### config.mk
export PLATFORM = sky130hd
export DESIGN_NAME = sony_ir_ctrl
export DESIGN_NICKNAME = d
export VERILOG_FILES = /design/src/rtl/sony_ir_ctrl.sv
export SDC_FILE = /design/constraint.sdc
export NUM_CORES = 1
export LEC_CHECK = 0
export CORE_MARGIN = 2
export CORE_UTILIZATION = 35
export CTS_CLUSTER_SIZE = 40
export DETAILED_ROUTE_END_ITERATION = 6
export PLACE_DENSITY = 0.51
export SLEW_MARGIN = 20
export SYNTH_ARGS = -nofsm -noshare
export SYNTH_HDL_FRONTEND = slang
export SYNTH_SLANG_ARGS = --single-unit
### constraint.sdc
create_clock -name CLK -period 3.08 [get_ports CLK]
set_input_delay 0.462 -clock CLK [delete_from_list [all_inputs] [get_ports CLK]]
set_output_delay 0.462 -clock CLK [all_outputs]
set_load 0.02 [all_outputs]
### src/rtl/sony_ir_ctrl.sv
// SIRC command controller: acknowledges SonyIR frames, debounces remote auto-repeats,
// flags held keys and key releases, and queues events in a small FIFO for the CPU.
module sony_ir_ctrl #(
  parameter int DEPTH      = 4,
  parameter int REPEAT_GAP = 6000,
  parameter int HOLD_COUNT = 3
) (
  input  logic        CLK,
  input  logic        RESET,
  input  logic        CLK_10U,
  input  logic        IR_READY,
  input  logic [11:0] IR_DO,
  output logic        IR_CS,
  input  logic        RD,
  output logic [15:0] DO,
  output logic        AVAIL,
  output logic        IRQ
);
  localparam int AW = $clog2(DEPTH);
  localparam int GW = $clog2(REPEAT_GAP + 1);

  typedef enum logic [1:0] {S_IDLE, S_STROBE, S_EVAL} state_t;

  state_t        state_q, state_d;
  logic [11:0]   code_q, code_d;
  logic [11:0]   last_q, last_d;
  logic [3:0]    rep_q, rep_d;
  logic          held_q, held_d;
  logic [GW-1:0] gap_q, gap_d;
  logic          ovf_q, ovf_d;
  logic [AW:0]   wp_q, wp_d, rp_q, rp_d;
  logic [13:0]   mem [DEPTH];

  logic          gap_full, rel_fire;
  logic          push, push_ok, pop, empty, full;
  logic [13:0]   push_data, head;

  assign gap_full = (gap_q == GW'(REPEAT_GAP));
  // Release fires only on the tick that saturates the gap, so it is pushed exactly once.
  assign rel_fire = (state_q == S_IDLE) && held_q && CLK_10U && (gap_q == GW'(REPEAT_GAP - 1));

  assign empty   = (wp_q == rp_q);
  assign full    = (wp_q[AW] != rp_q[AW]) && (wp_q[AW-1:0] == rp_q[AW-1:0]);
  assign pop     = RD && !empty;
  assign push_ok = push && (!full || pop);

  always_comb begin
    state_d   = state_q;
    code_d    = code_q;
    last_d    = last_q;
    rep_d     = rep_q;
    held_d    = held_q;
    gap_d     = gap_q;
    push      = 1'b0;
    push_data = '0;
    if (CLK_10U && !gap_full) gap_d = gap_q + GW'(1);
    case (state_q)
      S_IDLE: begin
        if (rel_fire) begin
          push      = 1'b1;
          push_data = {2'b01, last_q};
          held_d    = 1'b0;
        end else if (IR_READY) begin
          code_d  = IR_DO;
          state_d = S_STROBE;
        end
      end
      S_STROBE: state_d = S_EVAL;
      S_EVAL: begin
        state_d = S_IDLE;
        gap_d   = '0;
        if (code_q != last_q || gap_full) begin
          push      = 1'b1;
          push_data = {2'b00, code_q};
          rep_d     = '0;
          held_d    = 1'b0;
          last_d    = code_q;
        end else if (rep_q != 4'hF) begin
          rep_d = rep_q + 4'd1;
          if (rep_d == 4'(HOLD_COUNT)) begin
            push      = 1'b1;
            push_data = {2'b10, code_q};
            held_d    = 1'b1;
          end
        end
      end
      default: state_d = S_IDLE;
    endcase
  end

  // Pop is resolved before push, so a full FIFO read in the push cycle does not overflow.
  always_comb begin
    wp_d  = wp_q + {{AW{1'b0}}, push_ok};
    rp_d  = rp_q + {{AW{1'b0}}, pop};
    ovf_d = ovf_q;
    if (pop) ovf_d = 1'b0;
    if (push && full && !pop) ovf_d = 1'b1;
  end

  always_ff @(posedge CLK) begin
    if (RESET) begin
      state_q <= S_IDLE;
      code_q  <= '0;
      last_q  <= '0;
      rep_q   <= '0;
      held_q  <= 1'b0;
      gap_q   <= GW'(REPEAT_GAP);
      ovf_q   <= 1'b0;
      wp_q    <= '0;
      rp_q    <= '0;
    end else begin
      state_q <= state_d;
      code_q  <= code_d;
      last_q  <= last_d;
      rep_q   <= rep_d;
      held_q  <= held_d;
      gap_q   <= gap_d;
      ovf_q   <= ovf_d;
      wp_q    <= wp_d;
      rp_q    <= rp_d;
    end
  end

  always_ff @(posedge CLK) begin
    if (!RESET && push_ok) mem[wp_q[AW-1:0]] <= push_data;
  end

  assign head  = mem[rp_q[AW-1:0]];
  assign DO    = empty ? 16'h0000 : {ovf_q, head[13:12], 1'b0, head[11:0]};
  assign AVAIL = !empty;
  assign IRQ   = AVAIL;
  assign IR_CS = (state_q == S_STROBE);
endmodule

==> impl_results.html <==
<table>
<tr><th>Metric</th><th>Value</th></tr>
<tr><th colspan="2">STA</th></tr>
<tr><td>Post-route clock skew</td><td>slightly above 0.01 ns</td></tr>
<tr><td>Highest clock frequency the design can meet</td><td>0.3653 GHz</td></tr>
<tr><td>Hold Violations, Final</td><td>0</td></tr>
<tr><td>Final Slew Violations</td><td>0</td></tr>
<tr><td>Setup repair after global routing missed its margin</td><td>no</td></tr>
<tr><td>Max-Slew Margin vs Limit</td><td>61.25%</td></tr>
<tr><td>Number of endpoints failing setup at the final stage</td><td>0</td></tr>
<tr><td>Final critical path time including I/O delays and setup</td><td>between 2 and 3 ns</td></tr>
<tr><td>Final sum of negative setup slack</td><td>0 ns</td></tr>
<tr><td>Slew at the pin closest to its max-slew limit</td><td>slightly below 0.6 ns</td></tr>
<tr><td>Share of the clock period used by the worst path</td><td>between 80% and 90%</td></tr>
<tr><th colspan="2">Run</th></tr>
<tr><td>Number of maximum-capacitance violations</td><td>0</td></tr>
<tr><th colspan="2">Floorplan</th></tr>
<tr><td>Die Ht</td><td>~120 um</td></tr>
<tr><td>Core region area</td><td>~13000 sq um</td></tr>
<tr><td>Placement Rows</td><td>between 40 and 50</td></tr>
<tr><td>Boundary Pins</td><td>36</td></tr>
<tr><td>Initial Util</td><td>a little over a third</td></tr>
<tr><td>Floorplan die area</td><td>around 15000 sq um</td></tr>
<tr><td>Die width</td><td>between 100 and 150 um</td></tr>
<tr><th colspan="2">Synth</th></tr>
<tr><td>Fraction of post-synthesis cell area in the top cell type by area</td><td>around a third</td></tr>
<tr><td>Post-synthesis share of cell area spent on and, or, nand and nor gates</td><td>between 15 and 20%</td></tr>
<tr><td>Post-synthesis xor/xnor area fraction</td><td>roughly 5.4%</td></tr>
<tr><td>Netlist area before placement</td><td>slightly below 5000 sq um</td></tr>
<tr><td>Sequential-to-total area share from yosys stat</td><td>between 50% and 60%</td></tr>
<tr><td>Yosys warning total</td><td>0</td></tr>
<tr><td>Yosys cell types</td><td>50</td></tr>
<tr><td>Dominant combinational cell family by area after synthesis</td><td>simple AND/OR/NAND/NOR gates</td></tr>
<tr><td>Synth Flop Type</td><td>edfxtp_1</td></tr>
<tr><td>Synth Register Bits</td><td>107</td></tr>
<tr><td>Post-Syn Nets</td><td>400</td></tr>
<tr><td>Top cell type by total area after synthesis</td><td>edfxtp_1</td></tr>
<tr><td>EDFF count, synth</td><td>56</td></tr>
<tr><td>FFs w/ async S/R, synth</td><td>0%</td></tr>
<tr><td>Syn avg cell area</td><td>roughly 13 sq um</td></tr>
<tr><td>Post-synthesis adder-cell area fraction</td><td>a little over 2%</td></tr>
<tr><td>Fraction of the mapped netlist area in compound gates</td><td>under 10%</td></tr>
<tr><td>Post-Syn Instances</td><td>375</td></tr>
<tr><td>Leading cell types by total area after synthesis</td><td>edfxtp_1 35%, dfxtp_1 21%, mux4_2 6.5%</td></tr>
<tr><td>Share of cell area taken by muxes after synthesis</td><td>11.67%</td></tr>
<tr><th colspan="2">Place</th></tr>
<tr><td>Inst Count DP</td><td>~580</td></tr>
<tr><td>Post-DP HPWL</td><td>roughly 6100 um</td></tr>
<tr><td>Routability Congestion</td><td>0.7466</td></tr>
<tr><td>Port bufs</td><td>34</td></tr>
<tr><th colspan="2">Layout</th></tr>
<tr><td>Area Overhead vs Synth</td><td>17.82%</td></tr>
<tr><td>FF/Latch Area</td><td>between 2000 and 3000 sq um</td></tr>
<tr><td>Non-filler cells, final</td><td>a little under 600</td></tr>
<tr><td>Net count reported at finish</td><td>roughly 440</td></tr>
<tr><td>Fraction of layout instances using a drive strength above 1</td><td>between 10% and 20%</td></tr>
<tr><td>Area taken by multi-input logic gates</td><td>around 2000 sq um</td></tr>
<tr><td>Count of antenna diodes in the layout</td><td>0</td></tr>
<tr><td>Fillers</td><td>approximately 1300</td></tr>
<tr><th colspan="2">Power and ir drop</th></tr>
<tr><td>Pwr per Cell Area</td><td>around 560 nW/um^2</td></tr>
<tr><td>Proportion of power drawn by flip-flops and latches</td><td>48.0%</td></tr>
<tr><td>Overall power</td><td>about 3200 uW</td></tr>
<tr><td>Cell internal pwr</td><td>~2400 uW</td></tr>
<tr><td>Worst supply voltage drop on vdd</td><td>between 0.2 and 0.25 mV</td></tr>
<tr><td>Reported net switching power</td><td>slightly below 800 uW</td></tr>
<tr><td>Leakage power</td><td>0.001928 uW</td></tr>
<tr><td>Clock network fraction of design power</td><td>about two fifths</td></tr>
<tr><td>Switching part of the total power</td><td>between 20% and 30%</td></tr>
<tr><td>Combinational cell fraction of total power</td><td>around an eighth</td></tr>
<tr><th colspan="2">Route</th></tr>
<tr><td>Number of remaining DRC errors</td><td>0</td></tr>
<tr><td>Drt first-iter violations</td><td>roughly 190</td></tr>
<tr><td>Routed vias/inst</td><td>approximately 5</td></tr>
<tr><td>Vias</td><td>slightly below 3000</td></tr>
<tr><td>Final wirelength</td><td>about 9000 um</td></tr>
<tr><td>Final routed wire length divided by cell count</td><td>between 15 and 20 um</td></tr>
<tr><td>Antenna violation net count after detailed routing</td><td>0</td></tr>
<tr><td>Pre-Repair DR Iteration Count</td><td>4</td></tr>
<tr><th colspan="2">Global route</th></tr>
<tr><td>Via count of the first global-routing pass</td><td>around 2900</td></tr>
<tr><td>Global routing usage summed across all routing layers</td><td>~13%</td></tr>
<tr><td>Largest net degree at the start of global routing</td><td>57</td></tr>
<tr><td>Total global routing overflow</td><td>0</td></tr>
<tr><td>Global-route wire length before repair</td><td>15250 um</td></tr>
<tr><td>Number of antenna violations at the first check in global routing</td><td>0</td></tr>
<tr><th colspan="2">Hold path</th></tr>
<tr><td>Tightest Hold Check Type</td><td>primary input to flip-flop</td></tr>
<tr><td>Worst Hold Path Cells</td><td>2</td></tr>
<tr><td>Startpoint of the most critical hold path</td><td>RESET</td></tr>
<tr><td>End of the worst hold path</td><td>rp_q[0]$_SDFF_PP0_</td></tr>
<tr><th colspan="2">Critical path</th></tr>
<tr><td>Kind of capture point of the worst setup path</td><td>output port</td></tr>
<tr><td>Critical path launch point type</td><td>flip-flop</td></tr>
<tr><td>Required arrival time at the worst endpoint</td><td>2.62 ns</td></tr>
<tr><td>Worst flop-to-flop path startpoint</td><td>code_q[5]$_SDFFE_PP0P_</td></tr>
<tr><td>Worst reg-to-reg path cell count</td><td>8</td></tr>
<tr><td>Type of the setup path with the least slack</td><td>flip-flop to output port</td></tr>
<tr><td>Endpoint of the worst-slack reg-to-reg timing path</td><td>wp_q[1]$_SDFF_PP0_</td></tr>
<tr><td>Endpoint arrival time on the critical path</td><td>approximately 2.3 ns</td></tr>
<tr><td>Setup slack of the worst register-to-register path</td><td>0.69 ns</td></tr>
<tr><td>Maximum fanout count along the critical path</td><td>14</td></tr>
<tr><th colspan="2">Clock tree</th></tr>
<tr><td>Root Buffer Master</td><td>clkbuf_16</td></tr>
<tr><td>PostCTS Resize Cnt</td><td>0</td></tr>
<tr><td>Clock sinks</td><td>about 110</td></tr>
<tr><td>Total of hold buffers inserted after clock tree synthesis</td><td>0</td></tr>
<tr><td>Latest clock arrival within the worst-skew pair</td><td>about 0.35 ns</td></tr>
<tr><td>CTS buffer count</td><td>9</td></tr>
<tr><td>Number of post-CTS setup repair buffers</td><td>0</td></tr>
<tr><td>TritonCTS clock tree</td><td>built</td></tr>
<tr><td>Maximum clock path buffer count</td><td>2</td></tr>
<tr><td>Number of H-tree levels</td><td>3</td></tr>
<tr><td>Clock-pin slew on the worst setup and hold paths</td><td>~0.070 ns</td></tr>
<tr><th colspan="2">Run status</th></tr>
<tr><td>Status</td><td>finished clean</td></tr>
</table>
-- power by group through the flow --
stage	Sequential (uW)	Clock, uW	Combinational [uW]
after CTS	1540	1330	395
after floorplan	1570	0	268
after global placement	1580	0	388
after global routing	1550	1390	422
after detailed placement	1580	0	394
final	1540	1290	385
-- cell usage after synthesis (2+ instances only) --
cell type  instances
a21o_1             7
a21oi_1            3
a22o_1            12
a31oi_1            3
and3_1             2
buf_1              2
buf_2              4
buf_4              2
buf_6              2
clkbuf_1          13
dfxtp_1           51
edfxtp_1          56
ha_1               8
inv_1              3
mux2i_1           25
mux4_2            14
nand2_1           10
nand2b_1          27
nand3_1            8
nand4_1            9
nor2_1            25
nor2b_1           23
nor3_1             7
nor4bb_1           2
o211a_1            2
o21a_1             2
or4b_4             2
xnor2_1           21
xor2_1             9
-- metrics by stage --
stage	area [sq um]	util, %	hold WS, ns	setup WS (ns)
2_1_floorplan	4845	-	0.4678	0.6440
3_3_place_gp	5371	40.08	0.4860	0.4848
3_5_place_dp	5371	40.08	0.4954	0.4450
4_1_cts	5708	42.60	0.3820	0.2889
5_1_grt	5708	42.60	0.3995	0.2148
6_report	5708	42.60	0.3928	0.3426
-- cells in the final DEF, fill, tap and decap left out, types with 3 or more instances in the layout --
cell,netlist,final
inv_1,3,3
a21oi_1,3,3
nor2_1,25,25
buf_4,2,14
mux2i_1,25,25
clkdlybuf4s50_1,0,33
nor3_1,7,7
a21o_1,7,7
inv_8,0,3
nand2b_1,27,27
xor2_1,9,9
nand4_1,9,9
a31oi_1,3,3
nor2b_1,23,23
xnor2_1,21,21
nand3_1,8,8
clkbuf_16,0,9
ha_1,8,8
nand2_1,10,10
edfxtp_1,56,56
a22o_1,12,12
dfxtp_1,51,51
mux4_2,14,14
-- state kept, by name (all words and copies together) (netlist names) --
signal	count
state_q	2
gap_q	13
code_q	12
held_q	1
rep_q	4
last_q	12
rp_q	3
mem	56
wp_q	3
ovf_q	1
-- cells by family after synthesis --
kind of cell | after synthesis
and+or+nand+nor | 125
muxes | 39
buffers and inverters | 28
xor gates and xnor gates | 30
AOI/OAI and AO/OA | 37
adders and majority gates | 8
other | 1
DFF | 107
-- worst max path at each step --
stage,end,slack (ns),start
2_1_floorplan,mem[2][0]$_DFFE_PP_,0.64,rep_q[0]$_SDFFE_PP0P_
3_3_place_gp,code_q[6]$_SDFFE_PP0P_,0.48,CLK_10U
3_5_place_dp,code_q[9]$_SDFFE_PP0P_,0.45,CLK_10U
4_1_cts,DO[13],0.29,rp_q[0]$_SDFF_PP0_
5_1_grt,DO[8],0.21,rp_q[0]$_SDFF_PP0_
6_report,DO[13],0.34,rp_q[0]$_SDFF_PP0_
-- critical path: stages (launching register included) --
cell,delay (ns)
dfxtp_1,0.38
buf_4,0.31
mux4_2,0.56
nor2b_1,0.15
clkdlybuf4s50_1,0.54
-- per-layer routing --
metal	global-route usage (%)	vias to the layer above	part of all wire [%]
met5	0	-	0
met2	20.68	48	46
met3	3.324	4	3.2
li1	-	1433	-
met4	3.879	0	0.73
met1	18.86	1432	50
-- final cells by class --
| type | instances | area share (%) |
|---|---|---|
| Clock buffer | 9 | 3.946 |
| Clock inverter | 7 | 1.951 |
| Inverter | 4 | 0.2630 |
| Multi-Input combinational cell | 240 | 34.92 |
| Sequential cell | 107 | 47.35 |
| Tap cell | 176 | 3.858 |
| Timing Repair Buffer | 48 | 7.716 |
Power figures use the tool's default switching activity.
